File: src/rtl/seq_scan_if.sv
// Handshake/config/status bundle for the scan controller.
//   master: test/config side (drives start, cfg_*, abort and the serial stream)
//   slave : seq_scan_ctrl (drives busy, match, match_count, done, limit_hit, aborted)
interface seq_scan_if #(
  parameter int unsigned PAT_W = 4,
  parameter int unsigned CNT_W = 8
);
  logic             start;
  logic [PAT_W-1:0] cfg_pattern;
  logic             cfg_overlap;
  logic [CNT_W-1:0] cfg_window;
  logic [CNT_W-1:0] cfg_max_match;
  logic             abort;
  logic             in_valid;
  logic             in;
  logic             busy;
  logic             match;
  logic [CNT_W-1:0] match_count;
  logic             done;
  logic             limit_hit;
  logic             aborted;

  modport master (
    output start, cfg_pattern, cfg_overlap, cfg_window, cfg_max_match, abort, in_valid, in,
    input  busy, match, match_count, done, limit_hit, aborted
  );

  modport slave (
    input  start, cfg_pattern, cfg_overlap, cfg_window, cfg_max_match, abort, in_valid, in,
    output busy, match, match_count, done, limit_hit, aborted
  );
endinterface

File: src/rtl/seq_scan_ctrl.sv
// Bounded, restartable scan controller around a serial Moore pattern detector.
// A start in IDLE latches the config and runs one scan over the gated serial stream,
// counting pattern hits, then pulses done for one cycle with the count and the cause.
// Ports:
//   clk  - rising-edge clock
//   rst  - synchronous active-high reset
//   bus  - seq_scan_if slave: start/cfg_*/abort/in_valid/in in; busy/match/match_count/
//          done/limit_hit/aborted out
module seq_scan_ctrl #(
  parameter int unsigned PAT_W = 4,
  parameter int unsigned CNT_W = 8
) (
  input logic    clk,
  input logic    rst,
  seq_scan_if.slave bus
);

  localparam int unsigned FillW = $clog2(PAT_W + 1);
  localparam logic [FillW-1:0] FillFull = FillW'(PAT_W);

  typedef enum logic [1:0] {StIdle, StScan, StDone} state_e;

  state_e           state_q, state_d;
  logic [PAT_W-1:0] pattern_q, pattern_d;
  logic             overlap_q, overlap_d;
  logic [CNT_W-1:0] window_q, window_d;
  logic [CNT_W-1:0] max_q, max_d;
  logic [PAT_W-1:0] hist_q, hist_d;
  logic [FillW-1:0] fill_q, fill_d;
  logic [CNT_W-1:0] bits_q, bits_d;
  logic [CNT_W-1:0] count_q, count_d;
  logic             match_q, match_d;
  logic             limit_q, limit_d;
  logic             aborted_q, aborted_d;

  logic [PAT_W-1:0] hist_nxt;
  logic [FillW-1:0] fill_nxt;
  logic             hit;
  logic             lim_reached;

  always_comb begin
    state_d     = state_q;
    pattern_d   = pattern_q;
    overlap_d   = overlap_q;
    window_d    = window_q;
    max_d       = max_q;
    hist_d      = hist_q;
    fill_d      = fill_q;
    bits_d      = bits_q;
    count_d     = count_q;
    match_d     = 1'b0;
    limit_d     = limit_q;
    aborted_d   = aborted_q;
    hist_nxt    = {hist_q[PAT_W-2:0], bus.in};
    fill_nxt    = (fill_q == FillFull) ? FillFull : fill_q + FillW'(1);
    hit         = 1'b0;
    lim_reached = 1'b0;

    unique case (state_q)
      StIdle: begin
        if (bus.start) begin
          pattern_d = bus.cfg_pattern;
          overlap_d = bus.cfg_overlap;
          window_d  = bus.cfg_window;
          max_d     = bus.cfg_max_match;
          count_d   = '0;
          limit_d   = 1'b0;
          aborted_d = 1'b0;
          hist_d    = '0;
          fill_d    = '0;
          bits_d    = '0;
          state_d   = (bus.cfg_window == '0) ? StDone : StScan;
        end
      end
      StScan: begin
        // abort wins over any bit presented in the same cycle
        if (bus.abort) begin
          aborted_d = 1'b1;
          state_d   = StDone;
        end else if (bus.in_valid) begin
          hist_d = hist_nxt;
          bits_d = bits_q + CNT_W'(1);
          hit    = (fill_nxt == FillFull) && (hist_nxt == pattern_q);
          // non-overlap restarts the fill so the next hit needs PAT_W fresh bits
          fill_d = (hit && !overlap_q) ? '0 : fill_nxt;
          if (hit) begin
            match_d = 1'b1;
            count_d = (count_q == '1) ? count_q : count_q + CNT_W'(1);
          end
          lim_reached = (max_q != '0) && (count_d == max_q);
          if (lim_reached) begin
            limit_d = 1'b1;
          end
          if (lim_reached || (bits_d == window_q)) begin
            state_d = StDone;
          end
        end
      end
      StDone: begin
        state_d = StIdle;
      end
      default: begin
        state_d = StIdle;
      end
    endcase
  end

  always_ff @(posedge clk) begin
    if (rst) begin
      state_q   <= StIdle;
      pattern_q <= '0;
      overlap_q <= 1'b0;
      window_q  <= '0;
      max_q     <= '0;
      hist_q    <= '0;
      fill_q    <= '0;
      bits_q    <= '0;
      count_q   <= '0;
      match_q   <= 1'b0;
      limit_q   <= 1'b0;
      aborted_q <= 1'b0;
    end else begin
      state_q   <= state_d;
      pattern_q <= pattern_d;
      overlap_q <= overlap_d;
      window_q  <= window_d;
      max_q     <= max_d;
      hist_q    <= hist_d;
      fill_q    <= fill_d;
      bits_q    <= bits_d;
      count_q   <= count_d;
      match_q   <= match_d;
      limit_q   <= limit_d;
      aborted_q <= aborted_d;
    end
  end

  assign bus.busy        = (state_q == StScan);
  assign bus.done        = (state_q == StDone);
  assign bus.match       = match_q;
  assign bus.match_count = count_q;
  assign bus.limit_hit   = limit_q;
  assign bus.aborted     = aborted_q;

endmodule

File: src/flat_wrapper.sv
// flat-port wrapper written by rule: the top's interface ports become plain ports
module seq_scan_ctrl_flat 
#(
  parameter int unsigned PAT_W = 4,
  parameter int unsigned CNT_W = 8
)
  (clk, rst, bus_start, bus_cfg_pattern, bus_cfg_overlap, bus_cfg_window, bus_cfg_max_match, bus_abort, bus_in_valid, bus_in, bus_busy, bus_match, bus_match_count, bus_done, bus_limit_hit, bus_aborted);
  seq_scan_if #(.PAT_W(PAT_W), .CNT_W(CNT_W)) bus_i ();
  input logic clk;
  input logic rst;
  input wire logic [$bits(bus_i.start)-1:0] bus_start;
  input wire logic [$bits(bus_i.cfg_pattern)-1:0] bus_cfg_pattern;
  input wire logic [$bits(bus_i.cfg_overlap)-1:0] bus_cfg_overlap;
  input wire logic [$bits(bus_i.cfg_window)-1:0] bus_cfg_window;
  input wire logic [$bits(bus_i.cfg_max_match)-1:0] bus_cfg_max_match;
  input wire logic [$bits(bus_i.abort)-1:0] bus_abort;
  input wire logic [$bits(bus_i.in_valid)-1:0] bus_in_valid;
  input wire logic [$bits(bus_i.in)-1:0] bus_in;
  output wire logic [$bits(bus_i.busy)-1:0] bus_busy;
  output wire logic [$bits(bus_i.match)-1:0] bus_match;
  output wire logic [$bits(bus_i.match_count)-1:0] bus_match_count;
  output wire logic [$bits(bus_i.done)-1:0] bus_done;
  output wire logic [$bits(bus_i.limit_hit)-1:0] bus_limit_hit;
  output wire logic [$bits(bus_i.aborted)-1:0] bus_aborted;
  assign bus_i.start = bus_start;
  assign bus_i.cfg_pattern = bus_cfg_pattern;
  assign bus_i.cfg_overlap = bus_cfg_overlap;
  assign bus_i.cfg_window = bus_cfg_window;
  assign bus_i.cfg_max_match = bus_cfg_max_match;
  assign bus_i.abort = bus_abort;
  assign bus_i.in_valid = bus_in_valid;
  assign bus_i.in = bus_in;
  assign bus_busy = bus_i.busy;
  assign bus_match = bus_i.match;
  assign bus_match_count = bus_i.match_count;
  assign bus_done = bus_i.done;
  assign bus_limit_hit = bus_i.limit_hit;
  assign bus_aborted = bus_i.aborted;
  seq_scan_ctrl #(.PAT_W(PAT_W), .CNT_W(CNT_W)) u_core (.clk(clk), .rst(rst), .bus(bus_i));
endmodule
File: config.mk
export PLATFORM = sky130hd
export DESIGN_NAME = seq_scan_ctrl_flat
export DESIGN_NICKNAME = d
export VERILOG_FILES = /design/src/rtl/seq_scan_if.sv /design/src/rtl/seq_scan_ctrl.sv /design/src/flat_wrapper.sv
export SDC_FILE = /design/constraint.sdc
export NUM_CORES = 1
export LEC_CHECK = 0
export BUFFER_PORTS_ARGS = -buffer_cell sky130_fd_sc_hd__buf_4
export CAP_MARGIN = 20
export CORE_UTILIZATION = 57
export DETAILED_ROUTE_END_ITERATION = 8
export PLACE_DENSITY = 0.8
export SLEW_MARGIN = 10
export SYNTH_ARGS = -nofsm -noshare
export SYNTH_HDL_FRONTEND = slang
export SYNTH_SLANG_ARGS = --single-unit
File: constraint.sdc
create_clock -name clk -period 2.6 [get_ports clk]
set_input_delay 0.65 -clock clk [delete_from_list [all_inputs] [get_ports clk]]
set_output_delay 0.65 -clock clk [all_outputs]
set_load 0.005 [all_outputs]
[After elaboration in Yosys (flattened, before gate mapping)]
Cells that the tools add are included.
Word-level totals
  register bits after elaboration: 48
  output and inout bits: 13
Operators by class
  add/sub/neg operators: 3
  equality and inequality tests: 15
  mux-type cells: 36
  bitwise operators: 2
  reductions and logical operators: 15
Operators with widths (number)
  8-bit two-way mux: 10
  8-bit case mux with 2 select lines: 2
  3-bit two-way mux: 8
  8-bit by 1-bit adder with 8-bit output (second input constant): 2
  8-bit == test: 2
  3-bit case mux with 2 select lines: 2
  2-bit two-way mux: 5
  8-bit == test (second input constant): 1
  8-bit logical NOT: 1
  2-bit inequality test (second input constant): 4
  8-bit nonzero test: 1
  3-bit == test (second input constant): 2
  1-bit two-way mux: 6
  3-bit AND reduction: 2
  5-bit AND reduction: 1
  4-bit == test: 1
  1-bit case mux with 2 select lines: 2
  2-bit case mux with 2 select lines: 1
  4-bit AND reduction: 1
  4-bit OR reduction: 1
  3-bit by 1-bit adder with 3-bit output (second input constant): 1
  1-bit logical AND: 3
  3-bit by 2-bit inequality test with 1-bit output (second input constant): 1
  3-bit inequality test (second input constant): 1
  other kinds (9): 10

[Depth between registers and ports, before layout]
Gate-level depths: netlist of the first run.
  word-level depth: 15
  depth in mapped cells: 8

[Worst setup path after synthesis of the first run]
No wires, ideal clock.
  kind: flip-flop to flip-flop
  start: reg u_core.fill_q[0]
  end: reg u_core.state_q[0]
  library setup time: 0.120 ns
  data arrival time: 2.239 ns
  slack: 0.241 ns
  stages on the path, launching flop included: 8
  path buffers: 0
  cell sequence: dfxtp_1 -> ha_1 -> nand2b_4 -> a2111o_1 -> nor4_4 -> nor3b_2 -> o2111ai_1 -> o31a_1
Between the ends
  longest elaborated chain between the ends: 13
  elaborated cells on any way between the ends: 14
  classes of those cells: 1 x add/sub; 4 x eq/ne; 5 x mux; 4 x reduce/logical
RTL lines
  start, declared: RTL line seq_scan_ctrl.sv:29  | logic [FillW-1:0] fill_q, fill_d;
  start signal, assigned: RTL line seq_scan_ctrl.sv:129  | fill_q <= fill_d;
  3-bit by 1-bit adder with 3-bit output or 3-bit == test (tied branches): RTL line seq_scan_ctrl.sv:55  | fill_nxt = (fill_q == FillFull) ? FillFull : fill_q + FillW'(1);
  3-bit two-way mux (*): RTL line seq_scan_ctrl.sv:55
  3-bit == test (*): RTL line seq_scan_ctrl.sv:83  | hit = (fill_nxt == FillFull) && (hist_nxt == pattern_q);
  1-bit logical AND (*): RTL line seq_scan_ctrl.sv:83
  8-bit two-way mux (*): RTL line seq_scan_ctrl.sv:86  | if (hit) begin
  8-bit two-way mux (*): RTL line seq_scan_ctrl.sv:80  | end else if (bus.in_valid) begin
  8-bit two-way mux (*): RTL line seq_scan_ctrl.sv:77  | if (bus.abort) begin
  8-bit two-way mux (*): RTL line seq_scan_ctrl.sv:59  | unique case (state_q)
  8-bit == test (*): RTL line seq_scan_ctrl.sv:90  | lim_reached = (max_q != '0) && (count_d == max_q);
  1-bit logical AND (*): RTL line seq_scan_ctrl.sv:90
  1-bit logical OR (*): RTL line seq_scan_ctrl.sv:94  | if (lim_reached || (bits_d == window_q)) begin
  3-bit by 2-bit inequality test with 1-bit output (no line) (*)
  3-bit AND reduction (no line) (*)
  end signal, assigned: RTL line seq_scan_ctrl.sv:110  | state_q <= StIdle;
  end signal, assigned: RTL line seq_scan_ctrl.sv:123  | state_q <= state_d;
  end, declared: RTL line seq_scan_ctrl.sv:23  | state_e state_q, state_d;
Mark *: on every way between the ends. The rest lies on a longest branch, timed or not. The select of a mux whose other input is x is not followed.
A chain may end at the register's enable or synchronous reset.

[Worst setup path in the final report of the first run]
Ends and elaborated chain as after synthesis.

==> results.json, run 1 <==
{
  "cts_hold_buf": 0,
  "fin_nets": 413,
  "synth_edf_count": 0,
  "syn_nets": 372,
  "crit_arrival_ps": 2750,
  "synth_most_common_cell": "nand2_1",
  "wirelength_um": 6900,
  "fin_cells": 435,
  "synth_area_leaders": "dfxtp_1 (36%), nand2_1 (9.3%), a21oi_1 (7.8%)",
  "grt_util_met1_pct": 35.5,
  "powerDensity_nw_per_um2": 745,
  "rrSetupSlack_ps": 50,
  "r2r_end": "u_core.state_q[0]",
  "skew_ps": 5.04,
  "hold_path.startpoint": "u_core.overlap_q",
  "synth_top_family_by_area": "simple AND/OR/NAND/NOR gates",
  "io_buffers": 39,
  "drive_above_1_share_pct": 19.1,
  "endpoint_kind": "flip-flop",
  "seq_area_frac_synth_pct": 35.6,
  "pre_cts_slack_ps": -7.61,
  "drv_slew": 0,
  "die_h_um": 70.8,
  "top_usage_layer": "met2",
  "syn_area_um2": 2700,
  "post-dp-hpwl_um": 4840,
  "insertion_delay_ps": 300,
  "diodes": 0,
  "yosysTopAreaCell": "dfxtp_1",
  "async_flop_share_pct": 0,
  "rows": 24,
  "status": "completed",
  "power_w": 0.00239,
  "cts_tree": "built",
  "grt.met3_usage_pct": 4.99,
  "synthFlopType": "dfxtp_1",
  "cts.clk_slew.worst_paths_ps": 90,
  "finalCritPeriodShare_pct": 98.2,
  "antenna_left": 0,
  "fin_tns_setup_ps": 0,
  "synth_seq_cells": 48,
  "placed_cells": 427,
  "finalHoldViolations": 0,
  "startpoint_type": "flip-flop",
  "synth_cell_types": 51,
  "cp_max_fo": 7,
  "clock-root-buffer": "clkbuf_8",
  "initial_core_util_pct": 60.7,
  "viasPerCell": 5.98,
  "overflow": 0,
  "coreArea_um2": 4440,
  "drc": 0,
  "use_met2_pct": 46.2,
  "synth_top_area_share_pct": 35.6,
  "dpl_cell_area_um2": 3080,
  "grt_pass1_vias": 2464,
  "antenna_found_initial": 0,
  "cts_sinks": 48,
  "avgRoutedWirePerCell_um": 15.9,
  "cts_made_buffers": 5,
  "final.min_clock_period_ps": 2550,
  "drt-initial-drc-count": 214,
  "vdd_drop_max_mv": 0.384,
  "synth_common_cells": "nand2_1 (67), dfxtp_1 (48), a21oi_1 (42)",
  "gp_congestion": 0.951,
  "grt_max_degree": 49,
  "pin_count": 40,
  "fmax_mhz": 392,
  "worstHoldPathCells": 2,
  "synth-adder-area-share_pct": 1.86,
  "synth_mux_area_share_pct": 0,
  "yosysWarnings": 0,
  "tightest_slew_ps": 755,
  "gr-usage-all-layers_pct": 28.2,
  "maxCapViolations": 0,
  "vias": 2601,
  "synth-simple-area-share_pct": 28.0,
  "synth_compound_area_share_pct": 21.1,
  "setup_ws_ps": 45.9,
  "cts_resized": 0,
  "cp.required_ps": 2790,
  "fp.dieW_um": 70.8,
  "postSynthCellCount": 341,
  "worstSetupPathType": "reg -> reg",
  "grt_pass1_wl_um": 11300,
  "firstDrtPassIters": 6,
  "ff2ff_path_depth": 7,
  "areaGrowthSynthToFinish_pct": 19.0,
  "hold_path_end": "u_core.overlap_q",
  "p_leak_nw": 1.25,
  "cts_setup_buffers": 0,
  "reg2reg_from": "u_core.fill_q[0]",
  "die_area_um2": 5010,
  "synth_xor_area_share_pct": 10.3,
  "clock_path_buffers": 2,
  "h-tree-depth": 2,
  "hold_class": "reg -> reg",
  "design_area_um2": 3210,
  "slew_headroom_pct": 49.6,
  "setup_viol": 0,
  "avgSynthCellArea_um2": 7.91
}
-- how the worst max path moves through the flow --
stage	start	to	slack [ps]
2_1_floorplan	u_core.fill_q[0]	u_core.state_q[0]	240
3_3_place_gp	bus_in	u_core.state_q[0]	90
3_5_place_dp	bus_in	u_core.state_q[0]	-8
4_1_cts	u_core.fill_q[0]	u_core.state_q[0]	10
5_1_grt	u_core.fill_q[0]	u_core.state_q[0]	-50
6_report	u_core.fill_q[0]	u_core.state_q[0]	50
-- layout by cell type (no fill, tap or decap), drive strengths merged, types with 2 or more instances in the layout --
master	Yosys	routed
nand3b	2	2
and3	3	3
nor2	21	21
a311oi	2	2
buf	1	51
nand3	11	11
o21ai	12	12
xor2	11	11
nand2	67	67
dfxtp	48	48
a31oi	7	7
nor3	10	10
or3	2	2
ha	4	4
nor3b	5	5
xnor3	3	3
a2111oi	3	3
nand4	3	3
a22oi	2	2
and4	6	6
and2	3	3
o31ai	2	2
nand2b	3	3
nor2b	3	3
o31a	2	2
nor4	7	7
clkbuf	16	6
o21a	3	3
a32oi	2	2
a21oi	43	43
o22ai	2	2
xnor2	13	13
a31o	2	2
nand4b	2	2
inv	6	6
-- flip-flops by register name (all words and copies together) (netlist names), 2 cells and up --
register,cells
u_core.bits_q,8
u_core.bus.match_count,8
u_core.fill_q,3
u_core.hist_q,3
u_core.max_q,8
u_core.pattern_q,4
u_core.state_q,2
u_core.window_q,8
-- worst max-delay path, cell delays in order (launching register included) --
cell,delay (ps)
dfxtp_2,360
ha_1,250
nand2b_4,160
a2111o_1,520
nor4_2,460
a2bb2oi_2,210
o2111ai_2,170
o31a_1,320
-- logic make-up (layout without fill, tap and decap cells) --
group                    count (synthesis)  count (layout)
AND/OR/NAND/NOR                        149             149
AO/OA/AOI/OAI                           90              90
flip-flops                              48              48
XOR/XNOR                                27              27
buffers and inverters                   23              65
adder cells (fa/ha/maj)                  4               4
-- routing by layer --
metal / wire length (µm) / vias up / share of wire, %
met5: 0 / - / 0
met4: 241 / 0 / 3.5
met3: 376 / 19 / 5.5
met2: 3270 / 82 / 47
met1: 3010 / 1198 / 44
li1: - / 1302 / -
-- where the power goes --
group,switching [W],leakage (nW),internal (W)
clock,0.000251,0.0552,0.000286
sequential,0.000107,0.391,0.000830
combinational,0.000550,0.808,0.000367
-- per-stage QoR --
step | util (%) | hold WS [ps]
2_1_floorplan | - | 437
3_3_place_gp | 69.3 | 449
3_5_place_dp | 69.3 | 458
4_1_cts | 71.8 | 473
5_1_grt | 72.2 | 494
6_report | 72.2 | 471
-- cell type report --
| type | instances | area [µm²] |
|---|---|---|
| fill | 358 | 1230 |
| clock inverter | 2 | 35.0 |
| multi-input combinational | 270 | 1670 |
| inverter | 6 | 22.5 |
| sequential | 48 | 962 |
| timing repair buffer | 51 | 383 |
| clock buffer | 6 | 72.6 |
| tap | 52 | 65.1 |
(Power assumes the default switching activity.)
==> run 2, diff against run 1 <==
--- a/config.mk
+++ b/config.mk
@@ -7,9 +7,13 @@
 export LEC_CHECK = 0
 export BUFFER_PORTS_ARGS = -buffer_cell sky130_fd_sc_hd__buf_4
 export CAP_MARGIN = 20
-export CORE_UTILIZATION = 57
+export CELL_PAD_IN_SITES_DETAIL_PLACEMENT = 1
+export CELL_PAD_IN_SITES_GLOBAL_PLACEMENT = 1
+export CORE_UTILIZATION = 43
+export CTS_BUF_LIST = sky130_fd_sc_hd__clkbuf_8
 export DETAILED_ROUTE_END_ITERATION = 8
-export PLACE_DENSITY = 0.8
+export PLACE_DENSITY_LB_ADDON = 0.1
+export REMOVE_ABC_BUFFERS = 1
 export SLEW_MARGIN = 10
 export SYNTH_ARGS = -nofsm -noshare
 export SYNTH_HDL_FRONTEND = slang
==> run 2 against run 1 <==
Non-clock buffer count up 6. Routed wire length up 14%. Total power down 2.2%. Critical endpoint unchanged.
==> results.json, run 2 (synthesis results as in run 1) <==
{
  "status": "completed",
  "slew_headroom_pct": 46.3,
  "io_buffers": 39,
  "vdd_drop_max_mv": 0.471,
  "areaGrowthSynthToFinish_pct": 21.2,
  "startpoint_type": "flip-flop",
  "antenna_found_initial": 0,
  "coreArea_um2": 5990,
  "power_w": 0.00234,
  "firstDrtPassIters": 4,
  "cts.clk_slew.worst_paths_ps": 90,
  "diodes": 0,
  "powerDensity_nw_per_um2": 715,
  "grt_max_degree": 49,
  "overflow": 0,
  "grt_pass1_wl_um": 12800,
  "viasPerCell": 5.81,
  "startpoint": "u_core.fill_q[0]",
  "cts_made_buffers": 5,
  "hold_class": "reg -> reg",
  "final_common_cell": "nand2_1",
  "post-dp-hpwl_um": 5810,
  "fin_tns_setup_ps": 0,
  "hold_path.startpoint": "u_core.overlap_q",
  "final.min_clock_period_ps": 2500,
  "drive_above_1_share_pct": 20.1,
  "max_stage_delay_ps": 600,
  "finalCritPeriodShare_pct": 96.2,
  "drc": 0,
  "drv_slew": 0,
  "rows": 28,
  "grt_pass1_vias": 2682,
  "p_leak_nw": 1.28,
  "crit_path_top_delay_cell": "a2111o_2",
  "crit_chain": "inv_1 -> ha_1 -> nor2b_1 -> a2111o_2 -> nor4_2 -> a2bb2oi_1 -> o2111ai_2 -> o31a_1",
  "vias": 2689,
  "die_h_um": 81.2,
  "crit_arrival_ps": 2690,
  "gr-usage-all-layers_pct": 25.3,
  "h-tree-depth": 2,
  "worstSetupPathType": "reg -> reg",
  "cts_setup_buffers": 0,
  "clock_path_buffers": 2,
  "design_area_um2": 3270,
  "crit_buf_inv": 1,
  "cp_max_fo": 7,
  "skew_ps": 8.43,
  "setup_viol": 0,
  "pin_count": 40,
  "endpoint_kind": "flip-flop",
  "mostFrequentLayoutCells": "nand2_1 (67), buf_4 (57), dfxtp_1 (47)",
  "fin_nets": 419,
  "fp.dieW_um": 81.2,
  "avgRoutedWirePerCell_um": 17.0,
  "fmax_mhz": 400,
  "insertion_delay_ps": 300,
  "die_area_um2": 6590,
  "cp_top_family": "compound AO/OA/AOI/OAI gates",
  "drt-initial-drc-count": 109,
  "cts_sinks": 48,
  "cts_tree": "built",
  "gp_congestion": 0.803,
  "placed_cells": 456,
  "fin_cells": 463,
  "dpl_cell_area_um2": 3160,
  "maxCapViolations": 0,
  "tightest_slew_ps": 804,
  "wirelength_um": 7890,
  "cp.required_ps": 2790,
  "reg2reg_from": "u_core.fill_q[0]",
  "antenna_left": 0,
  "finalHoldViolations": 0,
  "clock-root-buffer": "clkbuf_8",
  "initial_core_util_pct": 45.0
}
==> run 2: final timing paths <==
| check | endpoint | slack (ps) | cells past startpoint |
|---|---|---|---|
| worst max-delay path | u_core.state_q[0] | 100 | 8 |
| worst min-delay path | u_core.overlap_q | 470 | 2 |
| worst max register to register | u_core.state_q[0] | 100 | 8 |
| worst min register to register | u_core.overlap_q | 470 | 2 |
==> run 2: final cells by class <==
cell class                      instances  area, µm²
Multi-Input combinational cell        270       1690
Clock buffer                            5       68.8
Tap cell                               75       93.8
Inverter                                6       22.5
Timing Repair Buffer                   57        428
Sequential cell                        48        962
Fill cell                             760       2720
Clock inverter                          2       8.76
==> run 2: tightest hold or removal path, stage by stage, from the launching register on <==
cell and delay, ps:
dfxtp_1 320, nand2_1 50, a21oi_1 50
==> run 2: through the flow <==
stage                     setup WS (ps)  hold WS [ps]  util (%)
after global placement             66.7           446      52.7
after floorplan                    -348           431         -
after global routing              -9.18           486      54.6
after detailed placement          -16.1           452      52.7
final                              98.5           470      54.6
after CTS                          18.9           473      54.0
==> run 2: power breakdown <==
part	switching (W)	internal, W
clock	0.000248	0.000180
combinational	0.000582	0.000388
sequential	0.000108	0.000830
total	0.000939	0.00140
==> run 2: routing by layer <==
metal  track usage, %  part of all wire [%]  vias to the layer above
met3             3.48                   4.1                       17
li1                 -                     -                     1312
met5                0                     0                        -
met1             31.6                    45                     1288
met4             8.21                   2.7                        0
met2             44.5                    48                       72
==> run 2: repair_timing <==
item                                    4_1_cts  5_1_grt
resized for setup                             0        6
pin swaps                                     1        4
endpoints found under the setup margin        1        3
hold buffers                                  0        0
==> run 3, diff against run 2 <==
--- a/config.mk
+++ b/config.mk
@@ -14,6 +14,7 @@
 export DETAILED_ROUTE_END_ITERATION = 8
 export PLACE_DENSITY_LB_ADDON = 0.1
 export REMOVE_ABC_BUFFERS = 1
+export SETUP_SLACK_MARGIN = 0.4
 export SLEW_MARGIN = 10
 export SYNTH_ARGS = -nofsm -noshare
 export SYNTH_HDL_FRONTEND = slang
==> run 3 against run 2 <==
Sequential cell count did not move. Final area is 3.5% higher. Total power increased by 1.5%. Die area is the same. Highest routed layer unchanged. Critical path type unchanged. Worst setup slack better by 180 ps. Cell count up 1.7%. Register-to-register slack improved by 180 ps. First-iteration DRC count is 13% lower. Via count increased by 2.0%. Clock power barely moved. Sequential share of layout area decreased by 0.89 points. Hold slack got worse by 1.3 ps.
==> results.json, run 3 (synthesis results as in run 1) <==
{
  "crit_path_top_delay_cell": "a2111o_1",
  "startpoint_type": "flip-flop",
  "fin_nets": 427,
  "firstDrtPassIters": 4,
  "hold_path.startpoint": "u_core.overlap_q",
  "grt_pass1_wl_um": 13300,
  "pin_count": 40,
  "io_buffers": 39,
  "rows": 28,
  "fin_tns_setup_ps": 0,
  "drive_above_1_share_pct": 24.0,
  "cts_hold_buf": 0,
  "h-tree-depth": 2,
  "setup_viol": 0,
  "finalCritPeriodShare_pct": 89.3,
  "p_leak_nw": 1.32,
  "tightest_slew_ps": 802,
  "reg2reg_from": "u_core.fill_q[0]",
  "fmax_mhz": 431,
  "m1WireLength_um": 3630,
  "crit_arrival_ps": 2510,
  "post-dp-hpwl_um": 5810,
  "cp.depth": 8,
  "met2_length_um": 3920,
  "fin_cells": 471,
  "multi_input_area_um2": 1730,
  "antenna_left": 0,
  "n_fill_cell": 757,
  "rrSetupSlack_ps": 280,
  "hold_class": "reg -> reg",
  "ff2ff_path_depth": 8,
  "cp_max_fo": 5,
  "max_stage_delay_ps": 480,
  "powerDensity_nw_per_um2": 701,
  "areaGrowthSynthToFinish_pct": 25.5,
  "design_area_um2": 3380,
  "dpl_cell_area_um2": 3160,
  "mostFrequentLayoutCells": "nand2_1 (67), buf_4 (64), dfxtp_1 (46)",
  "crit_buf_inv": 1,
  "cts_tree": "built",
  "crit_chain": "ha_4 -> nand2b_4 -> a2111o_1 -> buf_6 -> a2111oi_4 -> xnor2_1 -> o2111ai_2 -> o31a_1",
  "gr-usage-all-layers_pct": 26.4,
  "overflow": 0,
  "final_core_util_pct": 56.5,
  "gp_congestion": 0.803,
  "worstSetupPathType": "reg -> reg",
  "grt_pass1_vias": 2783,
  "setup_ws_ps": 279,
  "wirelength_um": 8050,
  "drc": 0,
  "final_common_cell": "nand2_1",
  "final.min_clock_period_ps": 2320,
  "cts.clk_slew.worst_paths_ps": 80,
  "r2r_end": "u_core.state_q[0]",
  "endpoint_kind": "flip-flop",
  "hold_path_end": "u_core.overlap_q",
  "seqCellArea_um2": 966,
  "cts_made_buffers": 5,
  "worstHoldPathCells": 2,
  "drt-initial-drc-count": 95,
  "finalHoldViolations": 0,
  "die_h_um": 81.2,
  "vdd_drop_max_mv": 0.471,
  "grt_max_degree": 49,
  "maxCapViolations": 0,
  "cp_top_family": "compound AO/OA/AOI/OAI gates",
  "slew_headroom_pct": 46.4,
  "status": "completed",
  "antenna_found_initial": 0,
  "insertion_delay_ps": 300,
  "die_area_um2": 6590,
  "viasPerCell": 5.83,
  "diodes": 0,
  "met3_length_um": 261,
  "drv_slew": 0,
  "skew_ps": 8.28,
  "coreArea_um2": 5990,
  "cp.required_ps": 2790,
  "rsz0062_at_grt": "true",
  "avgRoutedWirePerCell_um": 17.1,
  "clock-root-buffer": "clkbuf_8",
  "pre_cts_slack_ps": -16.1,
  "fp.dieW_um": 81.2,
  "placed_cells": 456,
  "cts_sinks": 48,
  "initial_core_util_pct": 45.0,
  "top_layer": "met4",
  "clock_path_buffers": 2,
  "vias": 2744
}
-- run 3: metal layers --
layer  track usage (%)  up-vias
met3              4.04       21
met5                 0        -
met2              45.8       61
met1              32.4     1338
met4              10.4        0
li1                  -     1324
-- run 3: where the power goes --
group / switching (W) / internal (W) / total (W)
Sequential: 0.000109 / 0.000831 / 0.000941
Combinational: 0.000595 / 0.000410 / 0.00100
Clock: 0.000249 / 0.000180 / 0.000429
Total: 0.000953 / 0.00142 / 0.00237
-- run 3: worst register-to-register path, stage by stage (launching register included) --
cell       delay (ps)
dfxtp_4           380
ha_4              170
nand2b_4          140
a2111o_1          480
buf_6             170
a2111oi_4         200
xnor2_1           200
o2111ai_2         190
o31a_1            280
-- run 3: how the worst max path moves through the flow --
stage,from,end,slack (ps)
3_5_place_dp,bus_in,u_core.state_q[0],-20
4_1_cts,u_core.fill_q[0],u_core.state_q[0],320
6_report,u_core.fill_q[0],u_core.state_q[0],280
3_3_place_gp,bus_in,u_core.state_q[0],70
5_1_grt,u_core.fill_q[0],u_core.state_q[1],190
2_1_floorplan,bus_start,u_core.fill_q[2],-350
-- run 3: timing repair --
item / in CTS / in global routing
resized for setup: 18 / 5
setup endpoints to repair: 10 / 9
setup buffers: 8 / 0
gates cloned: 0 / 0
pin swaps: 13 / 1
-- run 3: final cells by class --
cell class / instances / share of cell area (%)
Inverter: 6 / 0.739
Tap cell: 75 / 2.77
Multi-Input combinational cell: 270 / 51.1
Sequential cell: 48 / 28.5
Timing Repair Buffer: 65 / 14.5
Clock buffer: 5 / 2.03
Clock inverter: 2 / 0.259
-- run 3: stage by stage --
step	power, W	hold WS, ps
2_1_floorplan	0.00151	431
3_3_place_gp	0.00187	446
3_5_place_dp	0.00190	452
4_1_cts	0.00239	473
5_1_grt	0.00253	485
6_report	0.00237	469
